==> config.mk <==
export PLATFORM = sky130hd
export DESIGN_NAME = axi_read_master_port
export DESIGN_NICKNAME = d
export VERILOG_FILES = /design/src/rtl/read_port_pkg.sv /design/src/rtl/axi_read_master_port_tracker.sv /design/src/rtl/axi_read_master_port.sv
export SDC_FILE = /design/constraint.sdc
export NUM_CORES = 1
export LEC_CHECK = 0
export ABC_CLOCK_PERIOD_IN_PS = 2200
export BUFFER_PORTS_ARGS = -buffer_cell sky130_fd_sc_hd__buf_2
export CAP_MARGIN = 20
export CORE_UTILIZATION = 47
export DETAILED_ROUTE_END_ITERATION = 8
export GPL_TIMING_DRIVEN = 1
export PLACE_DENSITY = 0.78
export RECOVER_POWER = 25
export SLEW_MARGIN = 40
export SYNTH_ARGS = -nofsm -noshare
export SYNTH_HDL_FRONTEND = slang
export SYNTH_SLANG_ARGS = --single-unit
==> constraint.sdc <==
create_clock -name clk -period 2.2 [get_ports clk]
set_input_delay 0.33 -clock clk [delete_from_list [all_inputs] [get_ports clk]]
set_output_delay 0.33 -clock clk [all_outputs]
set_load 0.01 [all_outputs]
==> src/rtl/read_port_pkg.sv <==
// Shared types and width helpers for the master-side AXI read port.
// AR FSM encoding plus default ID/counter widths.
package read_port_pkg;

  typedef enum logic [1:0] {
    S_IDLE    = 2'd0,
    S_REQ     = 2'd1,
    S_ISSUE   = 2'd2,
    S_RELEASE = 2'd3
  } ar_state_e;

  function automatic int idw_of(input int n);
    return (n > 1) ? $clog2(n) : 1;
  endfunction

  localparam int DEF_NUM_TRANS = 2;
  localparam int IDW  = idw_of(DEF_NUM_TRANS);
  localparam int CNTW = IDW + 1;

endpackage

==> src/rtl/axi_read_master_port_tracker.sv <==
// Per-ID outstanding/beat bookkeeping for the read port.
// Flags unexpected, early-last and missing-last beats.
module read_beat_tracker
  import read_port_pkg::*;
#(
  parameter int NUM = 2,
  parameter int LW  = 8,
  parameter int IW  = 1,
  parameter int CW  = 2
) (
  input  logic          clk,
  input  logic          clr,
  input  logic          set_i,
  input  logic [IW-1:0] set_id_i,
  input  logic [LW-1:0] set_len_i,
  input  logic          rhs_i,
  input  logic [IW-1:0] rid_i,
  input  logic          rlast_i,
  output logic [NUM-1:0] pending_o,
  output logic [CW-1:0] outstanding_cnt_o,
  output logic          err_o
);

  logic [NUM-1:0]         pend_q, pend_d;
  logic [NUM-1:0][LW-1:0] cnt_q, cnt_d;
  logic [NUM-1:0][LW-1:0] len_q, len_d;
  logic                   err_q, err_d;

  always_comb begin
    pend_d = pend_q;
    cnt_d  = cnt_q;
    len_d  = len_q;
    err_d  = err_q;
    if (rhs_i) begin
      if (!pend_q[rid_i]) begin
        err_d = 1'b1;
      end else if (rlast_i) begin
        if (cnt_q[rid_i] != len_q[rid_i]) err_d = 1'b1;
        pend_d[rid_i] = 1'b0;
        cnt_d[rid_i]  = '0;
      end else if (cnt_q[rid_i] == len_q[rid_i]) begin
        err_d = 1'b1;
      end else begin
        cnt_d[rid_i] = cnt_q[rid_i] + 1'b1;
      end
    end
    // A new AR on the same ID overrides a concurrent R clear
    if (set_i) begin
      pend_d[set_id_i] = 1'b1;
      len_d[set_id_i]  = set_len_i;
      cnt_d[set_id_i]  = '0;
    end
  end

  always_ff @(posedge clk or negedge clr) begin
    if (!clr) begin
      pend_q <= '0;
      cnt_q  <= '0;
      len_q  <= '0;
      err_q  <= 1'b0;
    end else begin
      pend_q <= pend_d;
      cnt_q  <= cnt_d;
      len_q  <= len_d;
      err_q  <= err_d;
    end
  end

  always_comb begin
    outstanding_cnt_o = '0;
    for (int i = 0; i < NUM; i++)
      outstanding_cnt_o = outstanding_cnt_o + CW'(pend_q[i]);
  end

  assign pending_o = pend_q;
  assign err_o     = err_q;

endmodule

==> src/rtl/axi_read_master_port.sv <==
// Master-side AXI read port: AR arbitration handshake, fabric issue,
// and zero-latency R return with per-ID beat tracking.
module axi_read_master_port
  import read_port_pkg::*;
#(
  parameter int ADDR_WIDTH = 32,
  parameter int DATA_WIDTH = 32,
  parameter int NUM_OUTSTANDING_TRANS = 2,
  parameter int LEN_WIDTH = 8,
  localparam int IW = idw_of(NUM_OUTSTANDING_TRANS),
  localparam int CW = IW + 1
) (
  input  logic                  clk,
  input  logic                  clr,
  input  logic                  m_arvalid,
  output logic                  m_arready,
  input  logic [ADDR_WIDTH-1:0] m_araddr,
  input  logic [IW-1:0]         m_arid,
  input  logic [LEN_WIDTH-1:0]  m_arlen,
  output logic                  ar_request,
  input  logic                  ar_grant,
  output logic [ADDR_WIDTH-1:0] ar_addr,
  output logic [IW-1:0]         ar_id,
  output logic                  f_arvalid,
  input  logic                  f_arready,
  output logic [ADDR_WIDTH-1:0] f_araddr,
  output logic [IW-1:0]         f_arid,
  output logic [LEN_WIDTH-1:0]  f_arlen,
  input  logic                  f_rvalid,
  output logic                  f_rready,
  input  logic [DATA_WIDTH-1:0] f_rdata,
  input  logic [IW-1:0]         f_rid,
  input  logic                  f_rlast,
  output logic                  m_rvalid,
  input  logic                  m_rready,
  output logic [DATA_WIDTH-1:0] m_rdata,
  output logic [IW-1:0]         m_rid,
  output logic                  m_rlast,
  output logic [CW-1:0]         outstanding_cnt,
  output logic                  busy,
  output logic                  err
);

  ar_state_e             state_q, state_d;
  logic [ADDR_WIDTH-1:0] addr_q, addr_d;
  logic [IW-1:0]         id_q, id_d;
  logic [LEN_WIDTH-1:0]  len_q, len_d;
  logic [NUM_OUTSTANDING_TRANS-1:0] pending;
  logic                  set;
  logic                  rhs;

  always_comb begin
    state_d    = state_q;
    addr_d     = addr_q;
    id_d       = id_q;
    len_d      = len_q;
    m_arready  = 1'b0;
    ar_request = 1'b0;
    f_arvalid  = 1'b0;
    set        = 1'b0;
    unique case (state_q)
      S_IDLE: begin
        m_arready = !pending[m_arid];
        if (m_arvalid && m_arready) begin
          addr_d  = m_araddr;
          id_d    = m_arid;
          len_d   = m_arlen;
          state_d = S_REQ;
        end
      end
      S_REQ: begin
        ar_request = 1'b1;
        if (ar_grant) state_d = S_ISSUE;
      end
      S_ISSUE: begin
        ar_request = 1'b1;
        f_arvalid  = ar_grant;
        if (f_arvalid && f_arready) begin
          set     = 1'b1;
          state_d = S_RELEASE;
        end else if (!ar_grant) begin
          state_d = S_REQ;
        end
      end
      S_RELEASE: begin
        if (!ar_grant) state_d = S_IDLE;
      end
      default: state_d = S_IDLE;
    endcase
  end

  always_ff @(posedge clk or negedge clr) begin
    if (!clr) begin
      state_q <= S_IDLE;
      addr_q  <= '0;
      id_q    <= '0;
      len_q   <= '0;
    end else begin
      state_q <= state_d;
      addr_q  <= addr_d;
      id_q    <= id_d;
      len_q   <= len_d;
    end
  end

  assign ar_addr  = addr_q;
  assign ar_id    = id_q;
  assign f_araddr = addr_q;
  assign f_arid   = id_q;
  assign f_arlen  = len_q;

  assign m_rvalid = f_rvalid;
  assign f_rready = m_rready;
  assign m_rdata  = f_rdata;
  assign m_rid    = f_rid;
  assign m_rlast  = f_rlast;
  assign rhs      = f_rvalid && m_rready;

  read_beat_tracker #(
    .NUM(NUM_OUTSTANDING_TRANS),
    .LW (LEN_WIDTH),
    .IW (IW),
    .CW (CW)
  ) u_trk (
    .clk              (clk),
    .clr              (clr),
    .set_i            (set),
    .set_id_i         (id_q),
    .set_len_i        (len_q),
    .rhs_i            (rhs),
    .rid_i            (f_rid),
    .rlast_i          (f_rlast),
    .pending_o        (pending),
    .outstanding_cnt_o(outstanding_cnt),
    .err_o            (err)
  );

  assign busy = (state_q != S_IDLE) || (|pending);

endmodule

==> reports/summary.txt <==
Pwr Density - 1320 mW/mm^2
Hold Path Class - in2reg
Flip-flop and latch count after synthesis - 78
FMAX - 0.530 GHz
Synth Warn # - 0
Setup_tns - 0 ns
Pleak - 2.41 nW
FP Rows - 34
Yosys top cell by area - dfrtp_1
Area of the multi-input gates - 0.00173 mm^2
# nets final - 554
Avg Inst Size Synth - 11.0 um^2
Reg area - 0.00195 mm^2
DR vias/cell - 5.36
Fin crit period - 1.89 ns
Post-synth cell types - 52
Total grt overflow - 0
CTS tree - done
Vias in the first global route - 3020
Number of hold violations in the final report - 0
Initial Utilization - 0.488
Die width - 97.7 um
Layout cells sized above 1 - 0.467
Post-place setup slack - 0.184 ns
Unrepaired setup endpoints after global routing - false
Largest cells by area after synthesis - dfrtp_1 45%, mux2_2 14%, buf_4 12%, nand2_1 3.4%, ha_1 2.0%
Setup repair bufs after CTS - 0
GRT Resource Usage Total - 0.199
Initial DRC count - 186
Failing checks - DRC
Maximum VDD drop - 634 uV
Vias - 3095
Pin count of the biggest net entering global routing - 42
Number of flops mapped to enable cells by yosys - 0
Fin cells - 577
Sequential cell area fraction in the yosys report - 0.454
Residual DRC - 28
Number of setup violations in the final report - 0
Die Y - 97.7 um
Routed Antenna Nets - 0
Clock transition at the registers of the reported paths - 0.08 ns
Max cap viols - 0
Ports - 199
Synth async-reset ratio - 1.00
Synthesized area - 0.00430 mm^2
Crit path kind - reg2reg
CP max FO - 7
Final wirelength - 9170 um
Cells after synthesis - 391
Status - complete, but fails checks
Die Area - 0.00954 mm^2
Antenna violations before repair - 0
First-pass DRT Iterations - 6
Post-synth top area share - 0.454
R2r setup slk - 0.31 ns
Clock Latency Late Sink - 0.34 ns
Longest Clk Path Bufs - 2
Worst Max-Slew Pin Slew - 1.03 ns
FILL cells - 778
Worst rel slew slack - 0.312
CTS sink count - 78
First-pass GRT wire length - 15000 um
Wire per inst - 15.9 um
Startpoint Class - register
Crit share post-route - 0.858
Critical Path RT - 2.45 ns
Post-CTS Resized - 0
Worst Skew - 0.0134 ns
Final Worst Setup Slack - 0.313 ns
RePlAce Congestion - 0.899
Clk root buf - clkbuf_8
Floorplan Core Area - 0.00881 mm^2
H-tree levels - 3
Dpl hpwl - 6870 um
CP arrival - 2.13 ns
Syn Nets - 480
Diodes inserted - 0
Buffers on Ports - 134
Ys flop type - dfrtp_1
Placed cells - 561
Slew Limit Fails - 0
Num CTS Buffers - 9
Worst setup EP type - register
Post-synthesis to final-layout area growth - 12.5%
-- critical path, stage by stage (launching register included) --
cell      delay (ns)
dfrtp_1         0.45
xnor2_1         0.18
nand4_1         0.26
nor2_1          0.45
o21ai_0         0.17
a311oi_1        0.29
-- cells in the final DEF (no fill, tap or decap), types with 3 or more instances in the layout --
cell / n
xnor2_1: 10
mux2_2: 54
nor2_1: 14
inv_1: 8
clkbuf_1: 4
o211ai_1: 4
a31oi_1: 3
buf_4: 7
ha_1: 7
o21ai_0: 8
nand4_1: 6
clkbuf_8: 10
nor3_1: 3
buf_2: 131
a311oi_1: 4
nand3b_1: 5
a21oi_1: 6
xor2_1: 9
and3_1: 3
nand2_1: 38
nand3_1: 6
mux2i_1: 4
and2_1: 3
dfrtp_1: 78
a211oi_1: 3
-- final timing paths --
kind                                      start  cells after the start         endpoint
worst min register to register  u_trk.len_q[12]                      2  u_trk.len_q[12]
worst max-delay path            u_trk.cnt_q[13]                      5  u_trk.cnt_q[13]
worst min-delay path                 m_arlen[4]                      2       f_arlen[4]
min in group asynchronous                   clr                      2   u_trk.cnt_q[3]
worst max register to register  u_trk.cnt_q[13]                      5  u_trk.cnt_q[13]
max in group asynchronous                   clr                      3   u_trk.cnt_q[2]
-- layout make-up --
| class | instances | area share |
|---|---|---|
| well taps | 108 | 0.0279 |
| clock inverters | 3 | 0.0142 |
| repair buffers | 144 | 0.159 |
| clock buffers | 12 | 0.0300 |
| flip-flops and latches | 78 | 0.404 |
| multi-input cells | 222 | 0.357 |
| inverters | 10 | 0.00776 |
-- flip-flops by register name, summed over array words and instances, names as in the netlist --
name             count
u_trk.len_q         16
u_trk.cnt_q         16
f_arlen              8
ar_id                1
u_trk.err_o          1
ar_addr             32
state_q              2
u_trk.pending_o      2
-- what timing repair did --
action / 4_1_cts / 5_1_grt
hold buffers: 1 / 0
hold endpoints to repair: 39 / 0
setup endpoints to repair: 0 / 0
-- through the flow --
stage               area (um^2)   util  hold WS [ns]  power [mW]
floorplan                  4300      -        0.0344        4.56
global placement           4620  0.524         0.344        5.15
detailed placement         4620  0.524         0.345        5.25
CTS                        4840  0.550         0.204        6.44
global route               4840  0.549         0.207        6.80
finish                     4840  0.549         0.217        6.37
-- power by group --
part / total (mW) / switching, mW / internal [mW]
sequential: 2.53 / 0.518 / 2.01
combinational: 2.67 / 1.34 / 1.32
clock: 1.17 / 0.499 / 0.668
total: 6.37 / 2.36 / 4.01
-- Yosys cell counts, drive strengths merged, types with 7 or more instances --
cell type / count
xnor2: 10
ha: 7
o21ai: 9
inv: 8
nor2: 14
dfrtp: 78
nand2: 40
xor2: 9
buf: 77
mux2: 55
-- routing by layer --
metal	global-route usage	wire (um)	share of wire	up-vias
met5	0	0	0	-
met4	0.0758	117	0.013	0
met3	0.0360	571	0.062	14
met2	0.318	4370	0.48	116
met1	0.270	4110	0.45	1526
li1	-	-	-	1439
-- cells by family after synthesis --
kind of cell               Yosys count  share of synthesized area
xor gates and xnor gates            19                     0.0387
adders and majority gates            7                     0.0204
muxes                               59                      0.154
buffers and inverters               91                      0.145
DFF                                 78                      0.454
AOI/OAI and AO/OA                   46                     0.0812
and+or+nand+nor                     91                      0.107
(Power assumes the default switching activity.)
